--- config.mk ---
export PLATFORM = sky130hd
export DESIGN_NAME = sea_byte_io
export DESIGN_NICKNAME = d
export VERILOG_FILES = /design/src/rtl/sea_byte_io.sv
export SDC_FILE = /design/constraint.sdc
export NUM_CORES = 1
export LEC_CHECK = 0
export CAP_MARGIN = 20
export CORE_MARGIN = 2
export CORE_UTILIZATION = 35
export CTS_CLUSTER_DIAMETER = 100
export DETAILED_ROUTE_END_ITERATION = 16
export GPL_ROUTABILITY_DRIVEN = 0
export GPL_TIMING_DRIVEN = 0
export SYNTH_ARGS = -nofsm -noshare
export SYNTH_HDL_FRONTEND = slang
export SYNTH_SLANG_ARGS = --single-unit
--- constraint.sdc ---
create_clock -name clk -period 14.7 [get_ports clk]
set_input_delay 2.205 -clock clk [delete_from_list [all_inputs] [get_ports clk]]
set_output_delay 2.205 -clock clk [all_outputs]
set_load 0.1 [all_outputs]
--- src/rtl/sea_byte_io.sv ---
// Byte-serial framer for the 48-bit SEA datapath: collects key/L/R bytes, waits CORE_LAT, streams the result out.
// Optional key reuse across frames is enabled by defining SEA_KEY_KEEP_EN.
module sea_byte_io #(
   parameter int unsigned CORE_LAT = 1
) (
   input  logic        clk,
   input  logic        rst,
   input  logic [7:0]  din,
   input  logic        din_valid,
   output logic        din_ready,
   output logic [7:0]  dout,
   output logic        dout_valid,
   input  logic        dout_ready,
   input  logic        key_keep,
   output logic [47:0] core_ki,
   output logic [47:0] core_li,
   output logic [47:0] core_ri,
   input  logic [47:0] core_lio,
   input  logic [47:0] core_rio,
   output logic        busy
);

   typedef enum logic [2:0] {LOAD_K, LOAD_L, LOAD_R, WAIT, SEND} state_t;

   // Handshakes: a byte moves on a rising edge where valid & ready are both high;
   // dout/dout_valid are decodes of registered state only, never of dout_ready.
   state_t      state;
   logic [3:0]  bcnt;
   logic [3:0]  wcnt;
   logic [95:0] osr;
   logic        in_load;
   logic        acc;
   state_t      frame_start;

   assign in_load    = (state == LOAD_K) || (state == LOAD_L) || (state == LOAD_R);
   assign din_ready  = in_load & ~rst;
   assign acc        = din_valid & din_ready;
   assign dout_valid = (state == SEND);
   assign dout       = dout_valid ? osr[95:88] : 8'd0;
   assign busy       = (state == WAIT) || (state == SEND);

`ifdef SEA_KEY_KEEP_EN
   assign frame_start = key_keep ? LOAD_L : LOAD_K;
`else
   logic unused_key_keep;
   assign unused_key_keep = key_keep;
   assign frame_start     = LOAD_K;
`endif

   always_ff @(posedge clk or posedge rst) begin
      if (rst) begin
         state   <= LOAD_K;
         bcnt    <= 4'd0;
         wcnt    <= 4'd0;
         osr     <= 96'd0;
         core_ki <= 48'd0;
         core_li <= 48'd0;
         core_ri <= 48'd0;
      end else begin
         case (state)
            LOAD_K: begin
               if (acc) begin
                  core_ki <= {core_ki[39:0], din};
                  if (bcnt == 4'd5) begin
                     bcnt  <= 4'd0;
                     state <= LOAD_L;
                  end else begin
                     bcnt <= bcnt + 4'd1;
                  end
               end
            end
            LOAD_L: begin
               if (acc) begin
                  core_li <= {core_li[39:0], din};
                  if (bcnt == 4'd5) begin
                     bcnt  <= 4'd0;
                     state <= LOAD_R;
                  end else begin
                     bcnt <= bcnt + 4'd1;
                  end
               end
            end
            LOAD_R: begin
               if (acc) begin
                  core_ri <= {core_ri[39:0], din};
                  if (bcnt == 4'd5) begin
                     bcnt  <= 4'd0;
                     wcnt  <= 4'(CORE_LAT - 1);
                     state <= WAIT;
                  end else begin
                     bcnt <= bcnt + 4'd1;
                  end
               end
            end
            WAIT: begin
               // The core is combinational; wcnt only gives it settling time.
               if (wcnt != 4'd0) begin
                  wcnt <= wcnt - 4'd1;
               end else begin
                  osr   <= {core_lio, core_rio};
                  state <= SEND;
               end
            end
            SEND: begin
               if (dout_ready) begin
                  osr <= {osr[87:0], 8'd0};
                  if (bcnt == 4'd11) begin
                     bcnt  <= 4'd0;
                     state <= frame_start;
                  end else begin
                     bcnt <= bcnt + 4'd1;
                  end
               end
            end
            default: state <= LOAD_K;
         endcase
      end
   end

endmodule

==> results of run 1 <==
==> Yosys cell counts <==
cell and instances:
xnor2_1 1, a31oi_1 2, nand3_1 2, clkinv_8 1, nor3b_1 1, and4bb_2 1
buf_2 16, o41ai_1 1, a311o_1 1, o21ai_0 83, nand3b_1 2, a211o_1 1
nand3b_4 1, nor3_1 1, o21ai_2 1, nor3b_4 1, buf_6 15, a21boi_0 1
or3b_1 1, buf_4 3, o21ai_1 21, o31ai_1 1, or2_2 1, or3_1 2
buf_8 6, nand2_1 110, and2_1 8, a21oi_1 2, inv_1 7, clkbuf_1 9
and3b_1 2, ha_1 3, mux2_2 145, o22a_1 1, nor2_1 7, nor4b_1 1
nor2_2 1, dfrtp_1 251, clkbuf_2 2, mux2i_1 90, a211oi_1 2
==> sequential cells by signal (all words and copies together), names as in the netlist <==
signal / count
core_ri: 48
wcnt: 4
osr: 96
core_li: 48
state: 3
bcnt: 4
core_ki: 48
==> report_power, final <==
part	internal, mW	leakage, nW	switching (mW)	total (mW)
sequential	0.914	3.25	0.136	1.05
clock	0.426	0.454	0.275	0.700
combinational	0.401	3.03	0.992	1.39
==> how the worst max path moves through the flow <==
stage                     from  slack, ns        end
after global routing       rst       8.18  din_ready
final                      rst       8.20  din_ready
after floorplan            rst       5.58    bcnt[0]
after detailed placement   rst       8.20  din_ready
after CTS                  rst       8.20  din_ready
after global placement     rst       1.93    osr[44]
==> area by class of cell <==
type / instances / area share
Antenna cell: 2 / 0.000341
Buffer: 51 / 0.0277
Clock buffer: 41 / 0.0574
Clock inverter: 5 / 0.00512
Inverter: 8 / 0.00341
Multi-Input combinational cell: 498 / 0.262
Sequential cell: 251 / 0.428
Tap cell: 390 / 0.0333
Timing Repair Buffer: 264 / 0.183
==> metrics by stage <==
step / util / worst slack, ns / std cells
2_1_floorplan: - / 5.58 / 808
3_3_place_gp: 0.460 / 1.93 / 1460
3_5_place_dp: 0.462 / 8.20 / 1462
4_1_cts: 0.493 / 8.20 / 1508
5_1_grt: 0.493 / 8.18 / 1509
6_report: 0.493 / 8.20 / 1510
==> layer usage <==
metal | track usage | up-vias
li1 | - | 3393
met2 | 0.270 | 221
met5 | 0 | -
met3 | 0.0733 | 39
met4 | 0.0458 | 2
met1 | 0.229 | 3515
==> worst max-delay path, stage by stage <==
cell             delay (ns)
clkdlybuf4s50_1        0.58
a211oi_1               0.26
clkdlybuf4s50_1        1.23
==> kinds of logic (layout without fill, tap and decap cells) <==
| group | after synthesis | count (layout) | synth area share |
|---|---|---|---|
| flops | 251 | 251 | 0.595 |
| mux | 235 | 235 | 0.240 |
| simple gates | 142 | 142 | 0.0604 |
| compound gates | 117 | 117 | 0.0585 |
| buf+inv | 59 | 369 | 0.0424 |
| fa+ha+maj | 3 | 3 | 0.00355 |
| xor+xnor | 1 | 1 | 0.000829 |
| other cells | 0 | 2 | 0 |
==> flow_summary.ini, run 1 <==
[final_layout]
drive_gt1_frac = 0.213
layout_commonest_cell = clkdlybuf4s50_1
stdcell_area_sq_um = 14700
regArea_sq_um = 6280
nNetsFinal = 1214
multi_input_area_sq_um = 3840
final_cell_mix = 262 x clkdlybuf4s50_1, 251 x dfrtp_1, 145 x mux2_2
filler_cell_count = 2694
area_growth_pct = 38.7

[detailed_routing]
met3_wirelength_um = 2870
first_pass_iters = 4
vias = 7170
routed_wl_um = 27600
remaining_drc_errors = 0
postRouteAntennaNets = 0
wl_met1_um = 12000
wire_per_inst_um = 18.2
highest_layer = met5
dr_wl_met2_um = 12200
drt_iter0_drc = 472
drt-vias-per-instance = 4.75

[pwr]
cellPowerDensity_nw_per_um2 = 214
power.total_mw = 3.14
p_leak_nw = 6.74
peakVddDrop_v = 0.000218

[synth]
synth_area_sq_um = 10600
syn_area_per_cell_sq_um = 13.1
synth_top_cell_area_share = 0.595
synth_area_leaders = dfrtp_1 59%, mux2_2 15%, mux2i_1 8.5%, o21ai_0 3.9%, nand2_1 3.9%
syn_inst = 808
synth_nets = 920
yosys_warnings = 0
ys_seq_area_frac = 0.595
ys_ff_latch = 251
yosysUniqueCellTypes = 41
yosysTopAreaCell = dfrtp_1

[cts]
htreeDepth = 1
post_cts_resized = 0
ctsRootBufferMaster = clkbuf_16
cts_made_buffers = 28
clkSinkCount = 251
cts_buffer_depth = 3
cts_setup_buffers = 0
clk_pin_slew_ns = 0.06
holdBufCountCts = 0
cts_tree = done
clkLatencyLatePin_ns = 0.54

[global_route]
grt.total_usage = 0.176
antenna_found_initial = 3
grt_pass1_vias = 7741
grt_pass1_wl_um = 43500
grt_max_degree = 112
grt.overflow.total = 0

[setup_path]
reg2reg_depth = 7
arrival_ns = 4.29
critPathLaunchType = input pin
crit_path_end_kind = output port
rr_startpoint = wcnt[0]
rrSetupSlack_ns = 12.58
cp.required_ns = 12.49
cp_max_fo = 4
r2r_end = osr[93]
timing_worst_setup_path_type = input pin to output port

[sta]
fmax_mhz = 154
max_slew_margin = 0.274
period_share = 0.442
hold_viol_final = 0
drv_slew = 0
fin_crit_ns = 6.50
holdWs_ns = 0.476
setup_viol = 0
rsz0062_at_grt = false
fin_tns_setup_ns = 0
finClkSkew_ns = 0.00992
tightestPinTransition_ns = 1.09

[floorplanning]
num_rows = 63
boundaryPins = 264
dieArea_sq_um = 31600
die_w_um = 178
die_h_um = 178
core_sq_um = 29700
start_util = 0.356

[hold_path]
holdPathStages = 2
hp-class = flip-flop to flip-flop
holdCritStartpoint = osr[95]
hold-path-endpoint = osr[95]

[placed_design]
dp_hpwl_um = 19600
io_buffers = 262
post_dp_cell_area_sq_um = 13700

[job]
maxCapViolCount = 0

[run_status]
status = finished, final reports clean
Power figures use the tool's default switching activity.
==> run 2, diff against run 1 <==
==> constraint.sdc (replaced) <==
create_clock -name clk -period 5.9 [get_ports clk]
set_input_delay 0.885 -clock clk [delete_from_list [all_inputs] [get_ports clk]]
set_output_delay 0.885 -clock clk [all_outputs]
set_load 0.1 [all_outputs]
==> run 2 against run 1 <==
Net effect:
- clock skew is 0.00079 ns higher
- sequential power is 150% higher
- die area stayed put
- total power grew to 2.5 times the previous value
- non-clock buffer count is 6 higher
- highest routed layer is now met4
==> flow_summary.ini, run 2 (synthesis results as in run 1) <==
[setup_path]
path_common_cell = buf_6
arrival_ns = 3.25
cpPeakStageDelay_ns = 1.18
timing_worst_setup_path_type = flip-flop to output port
cp.required_ns = 5.02
path_cells = buf_6 -> or3b_1 -> buf_6 -> clkinv_8 -> buf_2 -> and2_1 -> clkdlybuf4s50_1
slowest_stage = clkdlybuf4s50_1
cp_max_fo = 10
path_delay_family = buffers and inverters
crit_path_end_kind = output port
crit_buf_inv = 5
critPathLaunchType = flip-flop

[detailed_routing]
first_pass_iters = 4
vias = 7321
postRouteAntennaNets = 0
wire_per_inst_um = 18.3
routed_wl_um = 27800
drt-vias-per-instance = 4.81
drt_iter0_drc = 362
remaining_drc_errors = 0

[placed_design]
dp_cells = 1468
io_buffers = 262
dp_hpwl_um = 20200

[floorplanning]
num_rows = 63
die_w_um = 178
die_h_um = 178
boundaryPins = 264
core_sq_um = 29700
dieArea_sq_um = 31600
start_util = 0.356

[run_status]
status = finished, final reports clean

[cts]
clkSinkCount = 251
cts_buffer_depth = 3
cts_made_buffers = 29
clkLatencyLatePin_ns = 0.54
ctsRootBufferMaster = clkbuf_16
cts_tree = done
htreeDepth = 1
holdBufCountCts = 0
post_cts_resized = 0
clk_pin_slew_ns = 0.06
cts_setup_buffers = 0

[pwr]
p_leak_nw = 6.84
cellPowerDensity_nw_per_um2 = 537
peakVddDrop_v = 0.000640

[final_layout]
largest_register = osr
largest_register_ffs = 96
drive_gt1_frac = 0.222
antenna_cells = 0
final_cell_mix = 262 x clkdlybuf4s50_1, 251 x dfrtp_1, 145 x mux2_2
layout_commonest_cell = clkdlybuf4s50_1
nNetsFinal = 1221
stdcell_count = 1522
area_growth_pct = 40.7

[global_route]
grt_pass1_wl_um = 43400
antenna_found_initial = 0
grt_pass1_vias = 7817
grt_max_degree = 40
grt.total_usage = 0.175
grt.overflow.total = 0

[job]
maxCapViolCount = 0

[sta]
fmax_mhz = 242
setup_viol = 0
max_slew_margin = 0.287
hold_viol_final = 0
holdWs_ns = 0.477
tightestPinTransition_ns = 1.07
finClkSkew_ns = 0.0107
rsz0062_at_grt = false
drv_slew = 0
fin_crit_ns = 4.14
period_share = 0.701

[hold_path]
hp-class = flip-flop to flip-flop
run 2: changes by cell type in the layout (fill, tap and decap cells not counted), moves of 2 or more:
cell       change
buf_16         -2
bufinv_16      +2
clkinv_2       +2
diode_2        -2
buf_12         +8
inv_6          +2
run 2: path summary, 6_finish.rpt:
kind / slack (ns) / start / cells past startpoint / endpoint
max reg2reg: 3.71 / wcnt[0] / 9 / osr[84]
min reg2reg: 0.48 / osr[83] / 2 / osr[83]
min: 0.48 / osr[83] / 2 / osr[83]
min in group asynchronous: 0.84 / rst / 2 / core_li[22]
max: 1.76 / state[0] / 7 / dout[6]
max in group asynchronous: 3.95 / rst / 6 / osr[52]
run 2: stage by stage:
step / utilization / cell area (sq um) / total power [mW] / TNS [ns] / setup slack (ns)
final: 0.500 / 14900 / 7.99 / 0 / 1.76
after global routing: 0.500 / 14900 / 8.36 / 0 / 1.64
after CTS: 0.500 / 14900 / 8.08 / 0 / 1.71
after detailed placement: 0.466 / 13800 / 6.15 / 0 / 2.12
after global placement: 0.460 / 13700 / 6.10 / -113.09 / -2.10
after floorplan: - / 10600 / 5.23 / 0 / 0.474
run 2: where the power goes:
group	internal [mW]	switching [mW]	total [mW]	leakage, nW
Combinational	1.01	2.47	3.48	3.08
Clock	1.18	0.710	1.89	0.507
Sequential	2.28	0.344	2.62	3.25
run 2: per-layer routing:
metal	part of all wire	wire (um)	up-vias	global-route usage
met5	0	0	-	0
li1	-	-	3424	-
met4	0.026	715	0	0.0458
met1	0.43	12000	3635	0.225
met2	0.45	12500	220	0.279
met3	0.092	2550	42	0.0641
run 2: layout make-up:
type	count	area (sq um)
Sequential cell	251	6280
Fill cell	2664	14900
Buffer	51	405
Clock inverter	11	163
Clock buffer	43	858
Tap cell	390	488
Multi-Input combinational cell	498	3840
Inverter	8	46.3
Timing Repair Buffer	270	2780
run 2: worst min-delay path, stage by stage, from the launching register on:
cell and delay (ns):
dfrtp_1 0.34, nand2_1 0.05, o21ai_0 0.06
